File: src/rtl/mips_defs.sv
// Shared MIPS front-end constants: default reset/exception vectors and PC generator state encodings.
package mips_defs;
   localparam logic [31:0] DEF_RESET_VEC = 32'h0000_0000;
   localparam logic [31:0] DEF_EXC_VEC   = 32'h0000_0180;

   typedef enum logic {
      RUN  = 1'b0,
      PEND = 1'b1
   } pc_state_e;
endpackage

File: src/rtl/pc_incr.sv
// Sequential-address adder, pc + INC modulo 2^W.
// Purely combinational with no flow control; shared by the link value and the branch-target path.
module pc_incr #(
   parameter int W   = 32,
   parameter int INC = 4
) (
   input  logic [W-1:0] pc,
   output logic [W-1:0] npc
);
   assign npc = pc + W'(INC);
endmodule

File: src/rtl/pc_gen.sv
// Program-counter generator: reset/exception/redirect/hold/increment, 1-cycle load latency; a redirect seen under stall is buffered until the stall clears.
// Optional PCGEN_ALIGN_CHECK_EN traps misaligned redirect targets to EXC_VEC and pulses misalign_o.
module pc_gen
   import mips_defs::*;
#(
   parameter int           W         = 32,
   parameter int           INC       = 4,
   parameter logic [W-1:0] RESET_VEC = W'(DEF_RESET_VEC),
   parameter logic [W-1:0] EXC_VEC   = W'(DEF_EXC_VEC)
) (
   input  logic         clk,
   input  logic         rst_n,
   input  logic         stall_i,
   input  logic         redir_valid_i,
   input  logic [W-1:0] redir_target_i,
   input  logic         exc_valid_i,
   output logic [W-1:0] pc_o,
   output logic [W-1:0] npc_o,
   output logic         flush_o,
`ifdef PCGEN_ALIGN_CHECK_EN
   output logic         misalign_o,
`endif
   output logic         pend_o
);
   pc_state_e    state;
   logic [W-1:0] pend_tgt;
   logic [W-1:0] ld_tgt;

   pc_incr #(.W(W), .INC(INC)) u_incr (
      .pc  (pc_o),
      .npc (npc_o)
   );

   // A fresh unstalled redirect wins over whatever is buffered.
   assign ld_tgt = (redir_valid_i && !stall_i) ? redir_target_i : pend_tgt;
   assign pend_o = (state == PEND);

   always_ff @(posedge clk or negedge rst_n) begin
      if (!rst_n) begin
         pc_o       <= RESET_VEC;
         flush_o    <= 1'b0;
         pend_tgt   <= '0;
         state      <= RUN;
`ifdef PCGEN_ALIGN_CHECK_EN
         misalign_o <= 1'b0;
`endif
      end else begin
         flush_o    <= 1'b0;
`ifdef PCGEN_ALIGN_CHECK_EN
         misalign_o <= 1'b0;
`endif
         if (exc_valid_i) begin
            pc_o     <= EXC_VEC;
            flush_o  <= 1'b1;
            pend_tgt <= '0;
            state    <= RUN;
         end else if (redir_valid_i && stall_i) begin
            pend_tgt <= redir_target_i;
            state    <= PEND;
         end else if (!stall_i && (redir_valid_i || state == PEND)) begin
            flush_o <= 1'b1;
            state   <= RUN;
`ifdef PCGEN_ALIGN_CHECK_EN
            // Buffered targets are only checked here, when they are actually applied.
            if (ld_tgt[1:0] != 2'b00) begin
               pc_o       <= EXC_VEC;
               misalign_o <= 1'b1;
            end else begin
               pc_o <= ld_tgt;
            end
`else
            pc_o <= ld_tgt;
`endif
         end else if (!stall_i) begin
            pc_o <= npc_o;
         end
      end
   end
endmodule

File: config.mk
export PLATFORM = sky130hd
export DESIGN_NAME = pc_gen
export DESIGN_NICKNAME = d
export VERILOG_FILES = /design/src/rtl/mips_defs.sv /design/src/rtl/pc_incr.sv /design/src/rtl/pc_gen.sv
export SDC_FILE = /design/constraint.sdc
export NUM_CORES = 1
export LEC_CHECK = 0
export CAP_MARGIN = 25
export CORE_MARGIN = 1
export CORE_UTILIZATION = 53
export DETAILED_ROUTE_END_ITERATION = 8
export MAX_ROUTING_LAYER = met4
export PLACE_DENSITY = 0.88
export SETUP_SLACK_MARGIN = 0.05
export SLEW_MARGIN = 20
export SYNTH_ARGS = -nofsm -noshare
export SYNTH_HDL_FRONTEND = slang
export SYNTH_HIERARCHICAL = 1
export SYNTH_SLANG_ARGS = --single-unit
File: constraint.sdc
create_clock -name clk -period 6.46 [get_ports clk]
set_input_delay 1.292 -clock clk [delete_from_list [all_inputs] [get_ports clk]]
set_output_delay 1.292 -clock clk [all_outputs]
set_load 0.01 [all_outputs]
==> metrics.yaml <==
cts_tree: "built"
yosysSeqAreaShare_pct: 41.8
crit_fanout: 8
cts_setup_buffers: 0
synthAdderAreaFrac_pct: 0.317
ys_seq_elements: 66
crit_cells: 5
synth-simple-area-share_pct: 18.1
yosys.area.top_type: "dfrtp_1"
rows: 31
crit_path_end_kind: "primary output"
clk_path_buf_depth: 2
drc: 2
ir_worst_vdd_v: 0.000109
place_hpwl_mm: 6.69
fin_skew_ns: 0.0121
first_global_vias: 3215
r2r-end: "pc_o[27]$_DFFE_PN0P_"
maxCapViolCount: 0
synthArstFlopShare_pct: 100
worstMarginPinSlew_ns: 0.861
grt_max_degree: 67
reg2regPathDepth: 6
synth_top_family_by_area: "simple AND/OR/NAND/NOR gates"
synthXorXnorAreaFrac_pct: 6.21
syn_nets: 353
critPathBufInv: 1
path_cells: "nand4_1 -> nor4_4 -> nand4_1 -> xnor2_1 -> clkdlybuf4s50_1"
synthTopCellsByArea: "dfrtp_1 42%, mux2_4 10%, a221o_1 7.6%"
slew_headroom_pct: 42.5
start_util_pct: 54.7
yosysWarnings: 6
netlist_area_sq_um: 3950
fin_hold_ws_ns: 0.511
clk_latency_ns: 0.34
fmax_ghz: 0.241
final_area_sq_um: 5080
synth_flop_cell: "dfrtp_1"
dp_slack_ns: 2.77
die_y_microns: 88.3
hold_viol: 0
portBuffers: 102
placed_cell_area_sq_um: 4890
hold_buffers: 0
ff_latch_area_sq_um: 1650
routed_wl_mm: 10.7
arrival_ns: 2.86
multi_input_area_sq_um: 2050
synth_compound_area_share_pct: 15.5
wire_per_inst_microns: 21.1
cts_resized: 0
gp_congestion: 0.866
path_delay_family: "simple AND/OR/NAND/NOR gates"
cp_slowest_stage_delay_ns: 0.71
num_vias: 3203
layout_min_cycle_time_ns: 4.15
cellPowerDensity_nw_per_um2: 186
violations: "design-rule violations"
setup_viol: 0
fin_ws_ns: 2.31
cts_root_buf: "clkbuf_8"
cp_slowest_cell: "nor4_4"
cp-endpoint: "npc_o[31]"
p_total_uw: 946
antenna_found_initial: 0
io_pins: 103
layout-area-overhead-vs-synth_pct: 28.6
dpl.cell_count: 490
final.period_utilization_pct: 64.3
status: "complete, but fails checks"
synth_edf_count: 0
first_iter_violations: 239
synth.mux.area_fraction_pct: 11.6
synthDistinctLibCells: 40
coreArea_sq_um: 7210
grt_first_pass_wirelength_mm: 16.6
synth_common_cells: "66 x dfrtp_1, 32 x a22o_1, 30 x a221o_1"
hp-class: "reg -> reg"
ant_nets: 0
cts.sinks: 66
syn_area_per_cell_sq_um: 12.5
h-tree-depth: 3
crit_path_start_kind: "flip-flop"
fin_util_pct: 70.4
drive_above_1_share_pct: 17.2
tns_ns: 0
rsz0062_at_grt: "false"
die-width_microns: 88.3
path_common_cell: "nand4_1"
grt_overflow: 0
nets: 441
reg2reg_slack_ns: 3.89
worstSetupPathType: "reg -> out"
via_per_inst: 6.33
track_usage_pct: 29.0
reg2reg_from: "pc_o[4]$_DFFE_PN0P_"
startpoint: "pc_o[4]$_DFFE_PN0P_"
synth_top_area_share_pct: 41.8
slew_violations: 0
fillCellCount: 538
synth.most_common_cell: "dfrtp_1"
clkTransAtPathRegs_ns: 0.07
instances_no_fill: 506
cp.required_ns: 5.17
p_leak_nw: 2.19
die_area_sq_um: 7800
num_antenna_cells: 0
synth_cells: 315
numCtsBuffers: 9
firstDrtPassIters: 7
[placed cells by master, fill, tap and decap left out, types with 10 or more instances in the layout]
cell type	netlist	layout
a22o_1	32	32
nand3_1	10	10
xnor2_1	21	21
dfrtp_1	66	65
clkbuf_8	0	10
nand2_1	10	10
and4bb_1	15	15
clkdlybuf4s50_1	0	100
a221o_1	30	30
mux2_4	27	27
[final cells by class]
type	instances	share of cell area, %
Sequential cell	66	32.6
Tap cell	99	2.44
Clock buffer	12	2.86
Timing Repair Buffer	108	21.0
Clock inverter	3	0.345
Multi-Input combinational cell	214	40.5
Inverter	4	0.296
[worst min-delay path by stage]
stage / depth (start not counted) / startpoint / slack [ns] / end
finish: 1 / pend_tgt[6]$_DFFE_PN0P_ / 0.51 / pend_tgt[6]$_DFFE_PN0P_
global route: 1 / pend_tgt[6]$_DFFE_PN0P_ / 0.52 / pend_tgt[6]$_DFFE_PN0P_
CTS: 1 / pend_tgt[6]$_DFFE_PN0P_ / 0.51 / pend_tgt[6]$_DFFE_PN0P_
detailed placement: 1 / pend_tgt[6]$_DFFE_PN0P_ / 0.48 / pend_tgt[6]$_DFFE_PN0P_
global placement: 1 / pend_tgt[6]$_DFFE_PN0P_ / 0.49 / pend_tgt[6]$_DFFE_PN0P_
floorplan: 1 / pend_tgt[10]$_DFFE_PN0P_ / 0.47 / pend_tgt[10]$_DFFE_PN0P_
[kinds of logic (layout without fill, tap and decap cells)]
| family | after synthesis | count (layout) |
|---|---|---|
| XOR/XNOR | 28 | 28 |
| buffers and inverters | 35 | 127 |
| multiplexers | 32 | 32 |
| flip-flops | 66 | 66 |
| AO/OA/AOI/OAI | 66 | 66 |
| AND/OR/NAND/NOR | 87 | 87 |
| adder cells (fa/ha/maj) | 1 | 1 |
[metal layers]
metal / wire length (microns) / global-route usage (%)
met5: 0 / -
met4: 205 / 11.4
met3: 650 / 4.20
met2: 5350 / 45.3
met1: 4460 / 38.1
[state kept, by name, indices dropped and copies added, names as in the netlist]
name and count:
flush_o 1, pc_o 32, pend_o 1, pend_tgt 32
[power by group]
part / internal, mW / switching (mW) / leakage, nW
combinational: 0.107 / 0.0816 / 1.23
sequential: 0.434 / 0.0274 / 0.883
clock: 0.147 / 0.149 / 0.0822
total: 0.687 / 0.258 / 2.19
(Power assumes the default switching activity.)
